## src/rtl/halton_pkg.sv

```systemverilog
// Shared types and constants for the 2-D Halton (bases 2,3) point path.
package halton_pkg;

  localparam int HALTON_W = 32;

  // Generator fixed-point scale exponents, kept here so producer and consumer agree.
  localparam int SCALE_0 = 11;
  localparam int SCALE_1 = 7;

  typedef struct packed {
    logic [HALTON_W-1:0] index;
    logic [HALTON_W-1:0] data_1;
    logic [HALTON_W-1:0] data_0;
  } halton_point_t;

endpackage

```

## src/rtl/halton_point_buffer_if.sv

```systemverilog
// Generator-side and consumer-side signals of the Halton point buffer.
interface halton_point_buffer_if #(
  parameter int DEPTH = 8
);

  logic                                gen_valid;
  logic [halton_pkg::HALTON_W-1:0]     gen_data_0;
  logic [halton_pkg::HALTON_W-1:0]     gen_data_1;
  logic                                gen_pop_enable;
  logic                                flush;
  logic                                m_valid;
  logic                                m_ready;
  logic [halton_pkg::HALTON_W-1:0]     m_data_0;
  logic [halton_pkg::HALTON_W-1:0]     m_data_1;
  logic [halton_pkg::HALTON_W-1:0]     m_index;
  logic [$clog2(DEPTH):0]              level;
  logic                                overflow;

  modport master (
    output gen_valid, gen_data_0, gen_data_1, flush, m_ready,
    input  gen_pop_enable, m_valid, m_data_0, m_data_1, m_index, level, overflow
  );

  modport slave (
    input  gen_valid, gen_data_0, gen_data_1, flush, m_ready,
    output gen_pop_enable, m_valid, m_data_0, m_data_1, m_index, level, overflow
  );

endinterface

```

## src/rtl/halton_sync_fifo.sv

```systemverilog
// Generic synchronous FIFO with flush; the caller guarantees no push when full
// without a same-cycle pop and no pop when empty.
module halton_sync_fifo #(
  parameter int  DEPTH = 8,
  parameter type T     = logic [31:0]
) (
  input  logic                   clk,
  input  logic                   rst,
  input  logic                   push_i,
  input  logic                   pop_i,
  input  logic                   flush_i,
  input  T                       wdata_i,
  output T                       rdata_o,
  output logic [$clog2(DEPTH):0] level_o
);

  localparam int PTR_W = $clog2(DEPTH);
  localparam int LVL_W = PTR_W + 1;

  T                 mem_q [DEPTH];
  logic [PTR_W-1:0] wr_ptr_q, wr_ptr_d;
  logic [PTR_W-1:0] rd_ptr_q, rd_ptr_d;
  logic [LVL_W-1:0] level_q, level_d;

  // Pointer and occupancy next-state; flush wins over push and pop.
  always_comb begin
    wr_ptr_d = wr_ptr_q;
    rd_ptr_d = rd_ptr_q;
    level_d  = level_q;
    if (flush_i) begin
      wr_ptr_d = {PTR_W{1'b0}};
      rd_ptr_d = {PTR_W{1'b0}};
      level_d  = {LVL_W{1'b0}};
    end else begin
      if (push_i) begin
        wr_ptr_d = wr_ptr_q + PTR_W'(1);
      end else begin
        wr_ptr_d = wr_ptr_q;
      end
      if (pop_i) begin
        rd_ptr_d = rd_ptr_q + PTR_W'(1);
      end else begin
        rd_ptr_d = rd_ptr_q;
      end
      level_d = level_q + LVL_W'(push_i) - LVL_W'(pop_i);
    end
  end

  // Control state registers.
  always_ff @(posedge clk) begin
    if (rst) begin
      wr_ptr_q <= {PTR_W{1'b0}};
      rd_ptr_q <= {PTR_W{1'b0}};
      level_q  <= {LVL_W{1'b0}};
    end else begin
      wr_ptr_q <= wr_ptr_d;
      rd_ptr_q <= rd_ptr_d;
      level_q  <= level_d;
    end
  end

  // Storage is not reset; the head is only meaningful while level_o != 0.
  always_ff @(posedge clk) begin
    if (push_i && !flush_i && !rst) begin
      mem_q[wr_ptr_q] <= wdata_i;
    end
  end

  assign rdata_o = mem_q[rd_ptr_q];
  assign level_o = level_q;

endmodule

```

## src/rtl/halton_point_buffer.sv

```systemverilog
// Captures Halton points with their sequence index, buffers them, and throttles
// the generator so in-flight points still find room under backpressure.
module halton_point_buffer
  import halton_pkg::*;
#(
  parameter int                  DEPTH       = 8,
  parameter int                  HEADROOM    = 2,
  parameter logic [HALTON_W-1:0] INDEX_START = 32'd1
) (
  input logic                  clk,
  input logic                  rst,
  halton_point_buffer_if.slave pb
);

  localparam int LVL_W = $clog2(DEPTH) + 1;
  localparam logic [LVL_W-1:0] FULL_LVL     = LVL_W'(DEPTH);
  localparam logic [LVL_W-1:0] THROTTLE_LVL = LVL_W'(DEPTH - HEADROOM);

  halton_point_t       wr_point_s;
  halton_point_t       head_s;
  logic [LVL_W-1:0]    level_s;
  logic [LVL_W-1:0]    level_next_s;
  logic                valid_s;
  logic                full_s;
  logic                push_s;
  logic                pop_s;
  logic                drop_s;
  logic                pop_en_d;
  logic [HALTON_W-1:0] index_q;
  logic                overflow_q;
  logic                pop_en_q;

  // Handshake decode: a pop frees a slot for a same-cycle push even when full.
  always_comb begin
    valid_s      = (level_s != {LVL_W{1'b0}});
    full_s       = (level_s == FULL_LVL);
    pop_s        = valid_s && pb.m_ready && !pb.flush;
    push_s       = pb.gen_valid && !pb.flush && (!full_s || pop_s);
    drop_s       = pb.gen_valid && !pb.flush && full_s && !pop_s;
    wr_point_s   = '{index: index_q, data_1: pb.gen_data_1, data_0: pb.gen_data_0};
    level_next_s = {LVL_W{1'b0}};
    if (pb.flush) begin
      level_next_s = {LVL_W{1'b0}};
    end else begin
      level_next_s = level_s + LVL_W'(push_s) - LVL_W'(pop_s);
    end
    pop_en_d = !pb.flush && (level_next_s <= THROTTLE_LVL);
  end

  halton_sync_fifo #(
    .DEPTH (DEPTH),
    .T     (halton_point_t)
  ) u_fifo (
    .clk     (clk),
    .rst     (rst),
    .push_i  (push_s),
    .pop_i   (pop_s),
    .flush_i (pb.flush),
    .wdata_i (wr_point_s),
    .rdata_o (head_s),
    .level_o (level_s)
  );

  // Index counts every strobe, dropped or flushed, so gaps in m_index expose loss.
  always_ff @(posedge clk) begin
    if (rst) begin
      index_q    <= INDEX_START;
      overflow_q <= 1'b0;
      pop_en_q   <= 1'b0;
    end else begin
      if (pb.gen_valid) begin
        index_q <= index_q + 32'd1;
      end
      if (drop_s) begin
        overflow_q <= 1'b1;
      end
      pop_en_q <= pop_en_d;
    end
  end

  assign pb.gen_pop_enable = pop_en_q;
  assign pb.m_valid        = valid_s;
  assign pb.m_data_0       = valid_s ? head_s.data_0 : {HALTON_W{1'b0}};
  assign pb.m_data_1       = valid_s ? head_s.data_1 : {HALTON_W{1'b0}};
  assign pb.m_index        = valid_s ? head_s.index  : {HALTON_W{1'b0}};
  assign pb.level          = level_s;
  assign pb.overflow       = overflow_q;

endmodule
```

## src/flat_wrapper.sv

```systemverilog
// flat-port wrapper written by rule: the top's interface ports become plain ports
module halton_point_buffer_flat import halton_pkg::*;
#(
  parameter int                  DEPTH       = 8,
  parameter int                  HEADROOM    = 2,
  parameter logic [HALTON_W-1:0] INDEX_START = 32'd1
)
  (clk, rst, pb_gen_valid, pb_gen_data_0, pb_gen_data_1, pb_flush, pb_m_ready, pb_gen_pop_enable, pb_m_valid, pb_m_data_0, pb_m_data_1, pb_m_index, pb_level, pb_overflow);
  halton_point_buffer_if #(.DEPTH(DEPTH)) pb_i ();
  input logic clk;
  input logic rst;
  input wire logic [$bits(pb_i.gen_valid)-1:0] pb_gen_valid;
  input wire logic [$bits(pb_i.gen_data_0)-1:0] pb_gen_data_0;
  input wire logic [$bits(pb_i.gen_data_1)-1:0] pb_gen_data_1;
  input wire logic [$bits(pb_i.flush)-1:0] pb_flush;
  input wire logic [$bits(pb_i.m_ready)-1:0] pb_m_ready;
  output wire logic [$bits(pb_i.gen_pop_enable)-1:0] pb_gen_pop_enable;
  output wire logic [$bits(pb_i.m_valid)-1:0] pb_m_valid;
  output wire logic [$bits(pb_i.m_data_0)-1:0] pb_m_data_0;
  output wire logic [$bits(pb_i.m_data_1)-1:0] pb_m_data_1;
  output wire logic [$bits(pb_i.m_index)-1:0] pb_m_index;
  output wire logic [$bits(pb_i.level)-1:0] pb_level;
  output wire logic [$bits(pb_i.overflow)-1:0] pb_overflow;
  assign pb_i.gen_valid = pb_gen_valid;
  assign pb_i.gen_data_0 = pb_gen_data_0;
  assign pb_i.gen_data_1 = pb_gen_data_1;
  assign pb_i.flush = pb_flush;
  assign pb_i.m_ready = pb_m_ready;
  assign pb_gen_pop_enable = pb_i.gen_pop_enable;
  assign pb_m_valid = pb_i.m_valid;
  assign pb_m_data_0 = pb_i.m_data_0;
  assign pb_m_data_1 = pb_i.m_data_1;
  assign pb_m_index = pb_i.m_index;
  assign pb_level = pb_i.level;
  assign pb_overflow = pb_i.overflow;
  halton_point_buffer #(.DEPTH(DEPTH), .HEADROOM(HEADROOM), .INDEX_START(INDEX_START)) u_core (.clk(clk), .rst(rst), .pb(pb_i));
endmodule
```

## config.mk

```make
export PLATFORM = sky130hd
export DESIGN_NAME = halton_point_buffer_flat
export DESIGN_NICKNAME = d
export VERILOG_FILES = /design/src/rtl/halton_pkg.sv /design/src/rtl/halton_point_buffer_if.sv /design/src/rtl/halton_sync_fifo.sv /design/src/rtl/halton_point_buffer.sv /design/src/flat_wrapper.sv
export SDC_FILE = /design/constraint.sdc
export NUM_CORES = 1
export LEC_CHECK = 0
export ABC_AREA = 1
export BUFFER_PORTS_ARGS = -buffer_cell sky130_fd_sc_hd__buf_2
export CORE_MARGIN = 1.5
export CORE_UTILIZATION = 68
export CTS_BUF_LIST = sky130_fd_sc_hd__clkbuf_8
export DETAILED_ROUTE_END_ITERATION = 8
export GPL_TIMING_DRIVEN = 1
export PLACE_DENSITY_LB_ADDON = 0.08
export REMOVE_ABC_BUFFERS = 1
export SLEW_MARGIN = 20
export SYNTH_ARGS = -nofsm -noshare
export SYNTH_HDL_FRONTEND = slang
export SYNTH_SLANG_ARGS = --single-unit
```

## constraint.sdc

```tcl
create_clock -name clk -period 15.5 [get_ports clk]
set_input_delay 2.325 -clock clk [delete_from_list [all_inputs] [get_ports clk]]
set_output_delay 2.325 -clock clk [all_outputs]
set_load 0.005 [all_outputs]
```

---- Word-level counts from Yosys, hierarchy flattened ----
Memories as Yosys holds them, arrays and structs flattened. A register that Yosys moved wholly into a read port is not among the register bits.
Cells that the tools add are included.
word-level totals
  RAM bits ................................ 768
  memories kept ........................... 1
  register bits ........................... 44
  output and inout bits ................... 103
  bits of input ports ..................... 69
  logic and storage cells ................. 38
operators by class
  $add $sub $neg .......................... 5
  reduce and logical (&&, ||, !) cells .... 16
  magnitude comparators ................... 1
  eq/ne operators ......................... 1
  mux-type cells .......................... 8
memories
  name                 words  bits a word  rd ports  clocked after memory_dff  write ports  RTL line                source
  u_core.u_fifo.mem_q  8      96           1         1                         1            halton_sync_fifo.sv:20  T mem_q [DEPTH];
operators with widths
  operator                                                        number
  two-way mux 32 bit                                              3
  adder 32 x 1 -> 32 bit, second input constant                   1
  logical AND 1 bit                                               9
  adder 3 x 1 -> 3 bit, second input constant                     2
  two-way mux 3 bit                                               2
  adder 4 x 1 -> 4 bit                                            1
  == test 4 bit, second input constant                            1
  less-or-equal comparator 4 x 3 -> 1 bit, second input constant  1
  zero test 1 bit                                                 4
  two-way mux 4 bit                                               1
  nonzero test 4 bit                                              1
  subtractor 4 x 1 -> 4 bit                                       1
  two-way mux 1 bit                                               2
  OR reduction 2 bit                                              1
  logical OR 1 bit                                                1

---- Longest topological paths before layout ----
Gate-level depths: netlist of the first run.
  depth after elaboration ................. 10
  gate-level depth with buffers ........... 15
  gate-level depth less buffers ........... 15

---- Cells and area by module ----
A second synthesis of the first run with hierarchy kept.
second synthesis, totals
  cell total of the unflattened synthesis .. 3,903
  area, all modules ....................... 36,867.9 sq um
modules (own cells, without submodules)
  module               sequential area each (sq um)  cells an instance  area an instance (sq um)  instances
  halton_sync_fifo     23,322.4                      3,400              34,067.7                  1
  halton_point_buffer  680.7                         503                2,800.2                   1

---- Worst setup path before layout of the first run ----
No wires, ideal clock.
  kind .................................... input port to flip-flop
  from .................................... input port pb_gen_valid
  to ...................................... memory u_core.u_fifo.mem_q[0][0] in the netlist's numbering, enable pin
  arrival time ............................ 7,022 ps
  path buffers ............................ 1
  required time ........................... 14,948 ps
  slack ................................... 7,926 ps
  library setup time ...................... 552 ps
  cell stages on the path ................. 5
  cell sequence ........................... clkbuf_2 > inv_1 > nor2_1 > nand3b_1 > nor2_1
on the way
  longest elaborated chain between the ends .. 6
ends and longest elaborated chain
  item                                     RTL line                   source
  start: declaration                       flat_wrapper.sv:12         input wire logic [$bits(pb_i.gen_valid)-1:0] pb_gen_valid;
  logical AND 1 bit (2 in a row)           halton_point_buffer.sv:38  push_s = pb.gen_valid && !pb.flush && (!full_s || pop_s);
  logical AND 1 bit (2 in a row)           halton_sync_fifo.sv:64     if (push_i && !flush_i && !rst) begin
  two-way mux 1 bit                        halton_sync_fifo.sv:64
  two-way mux 1 bit (not written as such)  halton_sync_fifo.sv:65     mem_q[wr_ptr_q] <= wdata_i;
  end: declaration                         halton_sync_fifo.sv:20
No other way between the ends.

==> metrics.csv, run 1 <==
stage,metric,value,unit
global_route,first-pass GRT wire length,112000,µm
setup_path,kind of critical path,reg2out,
synthesis,total of warnings raised by yosys,0,
job,max_cap viols,0,
sta,fin crit share,40.1,%
place,GPL Wtd Cong,0.854,
synthesis,Unique masters post-synth,37,
global_route,GRT Overall Usage,29.4,%
global_route,largest net degree at the start of global routing,219,
sta,number of setup violations in the final report,0,
synthesis,#FFs+latches synth,815,
setup_path,R2R depth,9,
cts,Clock Pin Slew Worst Setup and Hold Paths,0.06,ns
sta,Slew @ Worst Pin,1.12,ns
floorplan,Die X,222,µm
floorplan,Starting Density,68.5,%
synthesis,main flop type after synthesis,edfxtp_1,
setup_path,r2r setup slk,10.97,ns
run_status,status,"complete, no violations",
cts,root buffer cell,clkbuf_8,
sta,fin. max-slew vios,0,
sta,RSZ-0062 raised after global routing,false,
power_and_ir_drop,peak supply drop,92.2,µV
setup_path,reg2reg end,u_core.u_fifo.mem_q[4][33],
global_route,GRT overflow,0,
final_layout,P&R area growth vs syn,10.1,%
sta,relative slew slack,25.1,%
routing,Starting DRT DRC Count,2298,
setup_path,CP arrival,3.90,ns
synthesis,"EDFF count, synth",768,
floorplan,I/O pin cnt,172,
floorplan,Die ar.,49200,µm²
synthesis,syn avg cell area,12.3,µm²
synthesis,"FFs w/ async S/R, synth",0,%
floorplan,die height,222,µm
routing,vias per cell,6.05,
final_layout,share of layout cells above drive strength 1,12.7,%
final_layout,fill count,3008,
routing,WL final,72100,µm
routing,drt wl/cell,20.5,µm
setup_path,Crit path required time,13.18,ns
synthesis,part of the Yosys area used for sequential elements,73.7,%
global_route,initial antenna violation count,1,
sta,Setup Skew,0.0254,ns
sta,Fin. Hold Viols,0,
cts,H-tree depth,3,
power_and_ir_drop,Power Dens Cells,116,nW/µm²
min_path,Min-Delay Path Class,reg2reg,
floorplan,Placeable Area,47500,µm²
place,post-detail-place hpwl,37300,µm
setup_path,CP endpoint,pb_m_index[12],
synthesis,Cells after Synth,2653,
final_layout,final core utilization,75.4,%
cts,post_cts resized,0,
sta,minimum clock period,6.22,ns
power_and_ir_drop,Leakage,0.0124,µW
cts,# hold bufs at CTS,0,
final_layout,"commonest non-fill, non-tap cell in the layout",edfxtp_1,
setup_path,RR Startpoint,u_core.u_fifo.level_o[2],
place,Buffers on Ports,171,
synthesis,Mapped Area,32600,µm²
global_route,vias in the first global route,20900,
min_path,worst hold stages,2,
setup_path,largest fanout on the critical path,78,
floorplan,Rows,80,
final_layout,most frequent cells in the layout,"edfxtp_1, nor2_1, o21ai_0",
setup_path,Startpoint Class,flip-flop,
setup_path,CP Capture Type,output pin,
final_layout,nets,2890,
routing,Post-route DRC,0,
cts,TritonCTS Buffers,121,
sta,setup_tns,0,ns
routing,drt pass-1 iters,6,
routing,via count,21300,
cts,clock sink count,815,
cts,Clock Latency Late Sink,0.72,ns
cts,postcts setup bufs,0,
cts,TritonCTS clock tree,done,
routing,post-route antenna net violation count,0,
cts,Bufs on Longest Clock Path,3,
sta,Fmax achieved,161,MHz
-- worst max-delay path, stage by stage (launching register included) --
cell     delay [ns]
dfxtp_4        0.76
buf_4          0.76
buf_4          0.64
o21ai_0        0.18
o22ai_1        0.18
nor2_1         0.06
nor2_1         0.33
buf_2          0.19
-- routing by layer --
layer / share of wire (%) / up-vias / GRT usage (%) / wire (µm)
met1: 41 / 10300 / 40.9 / 29400
li1: - / 9852 / - / -
met3: 8.1 / 139 / 4.08 / 5870
met2: 48 / 977 / 48.0 / 34900
met4: 2.7 / 0 / 11.8 / 1910
met5: 0 / - / 0 / 0
-- cell families after synthesis --
kind of cell | share of synthesized area, %
XOR/XNOR | 0.134
buffers and inverters | 3.33
AO/OA/AOI/OAI | 10.6
flip-flops | 73.7
AND/OR/NAND/NOR | 11.9
adder cells (fa/ha/maj) | 0.407
-- how the worst min path moves through the flow --
stage | from | end | slack, ns
final | u_core.u_fifo.rd_ptr_q[2] | flip-flop | 0.45
after global placement | u_core.u_fifo.rd_ptr_q[2] | flip-flop | 0.44
after detailed placement | u_core.u_fifo.rd_ptr_q[2] | flip-flop | 0.44
after floorplan | u_core.u_fifo.rd_ptr_q[2] | flip-flop | 0.43
after CTS | u_core.u_fifo.rd_ptr_q[2] | flip-flop | 0.45
after global routing | u_core.u_fifo.rd_ptr_q[2] | flip-flop | 0.48
-- flip-flops by register name, indices dropped and copies added, names as in the netlist, named ones only --
signal,flops
u_core.pb.gen_pop_enable,1
u_core.u_fifo.wr_ptr_q,3
u_core.u_fifo.mem_q,768
u_core.u_fifo.level_o,4
u_core.index_q,32
u_core.u_fifo.rd_ptr_q,3
u_core.pb.overflow,1
-- stage by stage --
step                cells  hold slack [ns]  setup WS (ns)  power, µW  instance area [µm²]
finish               3522            0.452           9.28       4160                35900
global route         3521            0.480           9.07       4280                35900
CTS                  3520            0.452           9.31       4180                35800
detailed placement   3302            0.442           9.49       2630                33600
global placement     3302            0.436           9.66       2620                33600
floorplan            2489            0.433           3.38       2550                31700
-- synthesized netlist by cell type, types with 20 or more instances --
master | n | share of area [%]
nand2_1 | 180 | 2.1
nand3_1 | 31 | 0.48
a21oi_1 | 20 | 0.31
inv_1 | 50 | 0.58
dfxtp_1 | 47 | 2.9
clkbuf_1 | 75 | 0.86
o21ai_1 | 80 | 1.2
o22ai_1 | 96 | 1.8
edfxtp_1 | 768 | 71
o21ai_0 | 313 | 4.8
buf_2 | 34 | 0.52
nor2_1 | 758 | 8.7
o211ai_1 | 88 | 2.0
-- power by group --
part / leakage [µW] / internal, µW / total (µW) / switching [µW]
clock network: 0.00128 / 801 / 1580 / 775
logic: 0.00377 / 51.3 / 166 / 115
registers: 0.00737 / 2410 / 2410 / 6.87
total: 0.0124 / 3260 / 4160 / 897
-- area by class of cell --
type | instances | area (µm²) | share of cell area [%]
flip-flops and latches | 815 | 24000 | 67.0
multi-input cells | 1622 | 7560 | 21.1
clock buffers | 130 | 1790 | 4.99
repair buffers | 199 | 1100 | 3.07
well taps | 615 | 769 | 2.15
clock inverters | 88 | 420 | 1.17
inverters | 52 | 208 | 0.579
diodes | 1 | 2.50 | 0.00698
No activity file was read; power rests on OpenSTA's default activity.
==> run 2: changes to the inputs <==
--- a/config.mk
+++ b/config.mk
@@ -5,10 +5,10 @@
 export SDC_FILE = /design/constraint.sdc
 export NUM_CORES = 1
 export LEC_CHECK = 0
-export ABC_AREA = 1
+export ABC_AREA = 0
 export BUFFER_PORTS_ARGS = -buffer_cell sky130_fd_sc_hd__buf_2
 export CORE_MARGIN = 1.5
-export CORE_UTILIZATION = 68
+export CORE_UTILIZATION = 63
 export CTS_BUF_LIST = sky130_fd_sc_hd__clkbuf_8
 export DETAILED_ROUTE_END_ITERATION = 8
 export GPL_TIMING_DRIVEN = 1
==> constraint.sdc (replaced) <==
create_clock -name clk -period 6 [get_ports clk]
set_input_delay 0.9 -clock clk [delete_from_list [all_inputs] [get_ports clk]]
set_output_delay 0.9 -clock clk [all_outputs]
set_load 0.005 [all_outputs]
==> metrics.csv, run 2 <==
stage,metric,value,unit
sta,RSZ-0062 raised after global routing,false,
min_path,WHS Endpoint,u_core.u_fifo.mem_q[4][53],
floorplan,Rows,81,
global_route,GRT overflow,0,
setup_path,Worst path max stage delay,0.91,ns
power_and_ir_drop,sequential share of power,58.7,%
global_route,initial antenna violation count,1,
cts,Clock Pin Slew Worst Setup and Hold Paths,0.06,ns
routing,via count,15000,
synthesis,"count leader, synth",edfxtp_1,
sta,number of setup violations in the final report,0,
power_and_ir_drop,Int Power,8430,µW
sta,fin crit share,68.6,%
cts,H-tree depth,3,
final_layout,most frequent cells in the layout,"edfxtp_1, mux4_2, buf_2",
synthesis,part of the Yosys area used for sequential elements,76.9,%
place,Buffers on Ports,171,
cts,TritonCTS clock tree,done,
place,placed instance area,33000,µm²
sta,Fmax achieved,243,MHz
sta,Slew @ Worst Pin,0.924,ns
synthesis,Yosys top cell area share,73.9,%
global_route,largest net degree at the start of global routing,89,
synthesis,#FFs+latches synth,815,
routing,drt pass-1 iters,5,
job,max_cap viols,0,
global_route,first-pass GRT wire length,90900,µm
floorplan,I/O pin cnt,172,
routing,vias per cell,6.01,
setup_path,R2R depth,7,
setup_path,r2r setup slk,2.78,ns
setup_path,CP Capture Type,output pin,
final_layout,P&R area growth vs syn,13.0,%
routing,Starting DRT DRC Count,1044,
routing,post-route antenna net violation count,0,
cts,TritonCTS Buffers,121,
cts,root buffer cell,clkbuf_8,
final_layout,max FFs per register,768,
power_and_ir_drop,Net Switching,2210,µW
power_and_ir_drop,Power Dens Cells,302,nW/µm²
min_path,worst hold stages,1,
place,GPL Wtd Cong,0.728,
setup_path,Startpoint Class,flip-flop,
setup_path,Worst path slowest cell,dfxtp_4,
power_and_ir_drop,Clk pwr share,38.2,%
final_layout,share of layout cells above drive strength 1,30.4,%
final_layout,final core utilization,72.1,%
setup_path,largest fanout on the critical path,39,
setup_path,CP arrival,3.21,ns
synthesis,Cells after Synth,1475,
floorplan,Die X,226,µm
synthesis,main flop type after synthesis,edfxtp_1,
setup_path,Worst Path Buf+Inv,2,
sta,fin. max-slew vios,0,
sta,Setup Skew,0.0239,ns
routing,WL final,59800,µm
setup_path,reg2reg end,u_core.u_fifo.mem_q[4][90],
setup_path,RR Startpoint,u_core.u_fifo.level_o[2],
setup_path,kind of critical path,reg2out,
synthesis,"EDFF count, synth",768,
synthesis,Unique masters post-synth,41,
floorplan,Starting Density,63.8,%
synthesis,"FFs w/ async S/R, synth",0,%
sta,relative slew slack,38.2,%
setup_path,Crit path required time,5.10,ns
setup_path,critical-path cell list,"buf_4, mux4_2, mux2i_1, nor2_1, buf_2",
global_route,vias in the first global route,15600,
power_and_ir_drop,Net Sw Frac,20.8,%
cts,Bufs on Longest Clock Path,3,
sta,Fin. Hold Viols,0,
synthesis,"top cells by count, synth","edfxtp_1, mux4_2, nor2_1, mux2i_1, dfxtp_1",
floorplan,Placeable Area,49000,µm²
cts,post_cts resized,0,
power_and_ir_drop,Leakage,0.0110,µW
cts,clock sink count,815,
routing,Post-route DRC,0,
final_layout,"commonest non-fill, non-tap cell in the layout",edfxtp_1,
final_layout,nets,1798,
synthesis,total of warnings raised by yosys,0,
power_and_ir_drop,Total Power,10600,µW
synthesis,Yosys top cell by area,edfxtp_1,
run_status,status,"complete, no violations",
final_layout,largest register by flop count,u_core.u_fifo.mem_q,
setup_path,"Largest delay share family, worst path",flip-flops,
power_and_ir_drop,Comb pwr share,3.1,%
cts,postcts setup bufs,0,
final_layout,Finished Cell Area,35300,µm²
min_path,Min-Delay Path Class,in2reg,
min_path,hold_sp,pb_gen_data_1[21],
cts,# hold bufs at CTS,0,
routing,drt wl/cell,24.0,µm
synthesis,syn avg cell area,21.2,µm²
power_and_ir_drop,peak supply drop,215,µV
synthesis,Mapped Area,31200,µm²
synthesis,largest cells by area after synthesis,"edfxtp_1, mux4_2, mux2i_1",
sta,minimum clock period,4.11,ns
cts,Clock Latency Late Sink,0.70,ns
place,post-detail-place hpwl,31200,µm
global_route,GRT Overall Usage,24.3,%
floorplan,die height,226,µm
floorplan,Die ar.,50900,µm²
run 2: cell count changes after synthesis, moves of 80 or more:
cell / change
o22ai_1: -96
mux2i_1: +98
nor2_1: -631
o21ai_0: -306
nand2_1: -165
mux4_2: +192
o21ai_1: -80
o211ai_1: -88
run 2: area by class of cell:
type / count / area [µm²]
Multi-Input combinational cell: 573 / 6920
Antenna cell: 1 / 2.50
Clock buffer: 134 / 1840
Sequential cell: 815 / 24000
Clock inverter: 96 / 407
Fill cell: 2931 / 13700
Timing Repair Buffer: 197 / 1230
Inverter: 11 / 41.3
Tap cell: 664 / 831
run 2: kinds of logic (layout without fill, tap and decap cells):
logic type               after synthesis  in the layout  share of synthesized area [%]
XOR/XNOR                              19             19                          0.533
flip-flops                           815            815                           76.9
AND/OR/NAND/NOR                      211            211                           3.18
other                                  0              1                              0
buffers and inverters                 87            438                           1.15
adder cells (fa/ha/maj)               10             10                          0.425
AO/OA/AOI/OAI                         43             43                          0.850
multiplexers                         290            290                           17.0
run 2: worst max-delay path by stage:
stage / start / to / slack [ns] / cells past startpoint
4_1_cts: flip-flop / pb_m_index[24] / 1.76 / 5
3_3_place_gp: rst / u_core.u_fifo.mem_q[4][89] / 2.35 / 5
6_report: flip-flop / pb_m_index[24] / 1.89 / 5
3_5_place_dp: rst / u_core.u_fifo.mem_q[5][56] / 2.27 / 5
2_1_floorplan: flip-flop / pb_m_data_0[0] / -3.78 / 3
5_1_grt: flip-flop / pb_m_index[24] / 1.65 / 5
run 2: per-stage QoR:
step | TNS [ns] | setup slack (ns) | cells | hold WS (ns)
CTS | 0 | 1.76 | 2490 | 0.400
detailed placement | 0 | 2.27 | 2260 | 0.475
global placement | 0 | 2.35 | 2260 | 0.466
global route | 0 | 1.65 | 2490 | 0.423
floorplan | -1033.43 | -3.78 | 1399 | 0.465
finish | 0 | 1.89 | 2491 | 0.466
run 2: power by group through the flow:
stage	clock network [µW]	registers (µW)	logic, µW
after floorplan	0	6370	166
after global placement	0	6360	328
after detailed placement	0	6360	336
after CTS	4170	6240	337
after global routing	4390	6240	363
final	4070	6240	330
run 2: layer usage:
metal	wire (µm)	share of wire [%]	GRT usage (%)	up-vias
met5	11	0.018	0	-
met4	986	1.6	7.53	2
met3	3030	5.1	3.68	80
met2	29700	50	39.0	436
met1	26000	44	35.2	7874
li1	-	-	-	6582
==> run 3: changes to the inputs <==
--- a/config.mk
+++ b/config.mk
@@ -8,7 +8,7 @@
 export ABC_AREA = 0
 export BUFFER_PORTS_ARGS = -buffer_cell sky130_fd_sc_hd__buf_2
 export CORE_MARGIN = 1.5
-export CORE_UTILIZATION = 63
+export CORE_UTILIZATION = 57
 export CTS_BUF_LIST = sky130_fd_sc_hd__clkbuf_8
 export DETAILED_ROUTE_END_ITERATION = 8
 export GPL_TIMING_DRIVEN = 1
==> constraint.sdc (replaced) <==
create_clock -name clk -period 3.3 [get_ports clk]
set_input_delay 0.495 -clock clk [delete_from_list [all_inputs] [get_ports clk]]
set_output_delay 0.495 -clock clk [all_outputs]
set_load 0.005 [all_outputs]
==> metrics.csv, run 3 (synthesized netlist as in run 2, its figures left out) <==
stage,metric,value,unit
setup_path,Worst path max stage delay,0.52,ns
setup_path,Worst Path Buf+Inv,3,
sta,Fin. Hold Viols,0,
global_route,global routing met2 resource utilization,36.7,%
setup_path,R2R depth,7,
sta,hold slack,0.102,ns
final_layout,most frequent cells in the layout,"edfxtp_1, mux4_2, buf_2",
place,post-detail-place hpwl,33900,µm
final_layout,"commonest non-fill, non-tap cell in the layout",edfxtp_1,
routing,via count,15300,
power_and_ir_drop,Leakage,0.0115,µW
power_and_ir_drop,Power Dens Cells,544,nW/µm²
setup_path,largest fanout on the critical path,11,
setup_path,Crit path required time,2.80,ns
floorplan,Starting Density,57.8,%
power_and_ir_drop,Net Sw Frac,20.8,%
global_route,first-pass GRT wire length,95000,µm
cts,TritonCTS Buffers,133,
setup_path,Worst path depth,6,
min_path,worst hold stages,3,
final_layout,Layout Cells excl Fill,2620,
final_layout,final core utilization,67.9,%
sta,relative slew slack,52.5,%
cts,clock sink count,815,
min_path,Min-Delay Path Class,in2reg,
power_and_ir_drop,Int Power,15800,µW
power_and_ir_drop,peak supply drop,358,µV
routing,post-route antenna net violation count,0,
floorplan,Rows,85,
place,GPL Wtd Cong,0.718,
setup_path,CP Capture Type,output pin,
routing,vias per cell,5.85,
job,max_cap viols,0,
cts,Bufs on Longest Clock Path,3,
cts,Clock Pin Slew Worst Setup and Hold Paths,0.06,ns
setup_path,CP arrival,2.72,ns
routing,drt pass-1 iters,5,
routing,Starting DRT DRC Count,1181,
cts,root buffer cell,clkbuf_8,
sta,fin. max-slew vios,0,
global_route,vias in the first global route,16300,
floorplan,die height,237,µm
cts,H-tree depth,4,
run_status,status,"complete, no violations",
place,Buffers on Ports,171,
routing,drt wl/cell,23.7,µm
power_and_ir_drop,Net Switching,4150,µW
floorplan,I/O pin cnt,172,
sta,Setup Skew,0.0171,ns
sta,minimum clock period,3.22,ns
final_layout,nets,1903,
sta,Slew @ Worst Pin,0.711,ns
setup_path,critical-path cell list,"buf_4, bufbuf_16, mux4_2, mux2i_2, nor2_1, buf_2",
final_layout,largest register by flop count,u_core.u_fifo.mem_q,
global_route,M3 GR Usage,4.66,%
setup_path,"Largest delay share family, worst path",multiplexers,
setup_path,kind of critical path,reg2out,
final_layout,max FFs per register,768,
global_route,largest net degree at the start of global routing,100,
global_route,initial antenna violation count,1,
setup_path,Startpoint Class,flip-flop,
floorplan,Die X,237,µm
cts,TritonCTS clock tree,done,
power_and_ir_drop,Clk pwr share,39.8,%
floorplan,Die ar.,56200,µm²
sta,number of setup violations in the final report,0,
cts,Clock Latency Late Sink,0.75,ns
sta,fin crit share,97.6,%
final_layout,P&R area growth vs syn,17.5,%
global_route,Top Usage Layer GRT,met2,
setup_path,Worst path slowest cell,mux4_2,
routing,WL final,62100,µm
global_route,GR Layer Usage met1,32.2,%
global_route,GRT Overall Usage,22.9,%
sta,RSZ-0062 raised after global routing,true,
power_and_ir_drop,Comb pwr share,3.4,%
global_route,GRT overflow,0,
routing,Post-route DRC,0,
floorplan,Placeable Area,54000,µm²
sta,Fmax achieved,311,MHz
place,Placed Cells,2315,
final_layout,share of layout cells above drive strength 1,31.9,%
power_and_ir_drop,sequential share of power,56.8,%
## run 3: cell types whose count changed in the layout (fill, tap and decap cells not counted), sizes merged
| cell | before | now |
|---|---|---|
| dlygate4sd3 | 0 | 64 |
| buf | 197 | 224 |
| clkinvlp | 2 | 4 |
| inv | 65 | 48 |
| clkinv | 39 | 40 |
| clkbuf | 134 | 151 |
| bufbuf | 0 | 1 |
| diode | 1 | 3 |
## run 3: power groups by stage
stage | clock, µW | combinational [µW] | sequential [µW]
2_1_floorplan | 0 | 301 | 11600
3_3_place_gp | 0 | 600 | 11600
3_5_place_dp | 0 | 611 | 11600
4_1_cts | 8140 | 683 | 11300
5_1_grt | 8620 | 738 | 11300
6_report | 7940 | 675 | 11300
## run 3: path summary, 6_finish.rpt
check	endpoint	from	slack (ns)
setup / recovery	pb_m_index[4]	flip-flop	0.08
hold / removal	u_core.pb.gen_pop_enable	rst	0.10
setup reg to reg	u_core.u_fifo.mem_q[6][52]	u_core.u_fifo.level_o[2]	0.39
hold reg to reg	u_core.pb.overflow	u_core.pb.overflow	0.49
## run 3: metrics by stage
stage,power (µW),area [µm²],setup TNS [ns],worst slack (ns)
final,20000,36700,0,0.0803
after global routing,20700,36700,-0.165,-0.0400
after CTS,20200,36600,0,0.00185
after detailed placement,12200,33400,0,0.403
after global placement,12200,33400,0,0.412
after floorplan,11900,30900,-3134.87,-6.07
## run 3: routing by layer
layer / vias to the layer above / part of all wire [%]
met1: 8079 / 44
li1: 6784 / -
met4: 0 / 1.7
met5: - / 0
met2: 377 / 50
met3: 90 / 4.6
## run 3: area by class of cell
| type | instances | area (µm²) |
|---|---|---|
| clock inverters | 82 | 360 |
| flip-flops and latches | 815 | 24000 |
| fillers | 3548 | 17300 |
| repair buffers | 290 | 2350 |
| inverters | 11 | 41.3 |
| clock buffers | 150 | 2060 |
| multi-input cells | 573 | 6980 |
| well taps | 696 | 871 |
| diodes | 3 | 7.51 |
## run 3: timing repair
action                     4_1_cts  5_1_grt
gates resized for setup          8        8
gates cloned                     1        1
hold buffers                    64        0
setup endpoints to repair       30       14
hold endpoints to repair       512        0
setup buffers                    4        0
## run 3: worst reg2reg max path, stage by stage, from the launching register on
cell and delay (ns):
dfxtp_1 0.34, inv_1 0.08, ha_1 0.21, or3b_2 0.51
nand2_1 0.12, nand4_1 0.34, nor2_4 0.70, buf_4 0.31
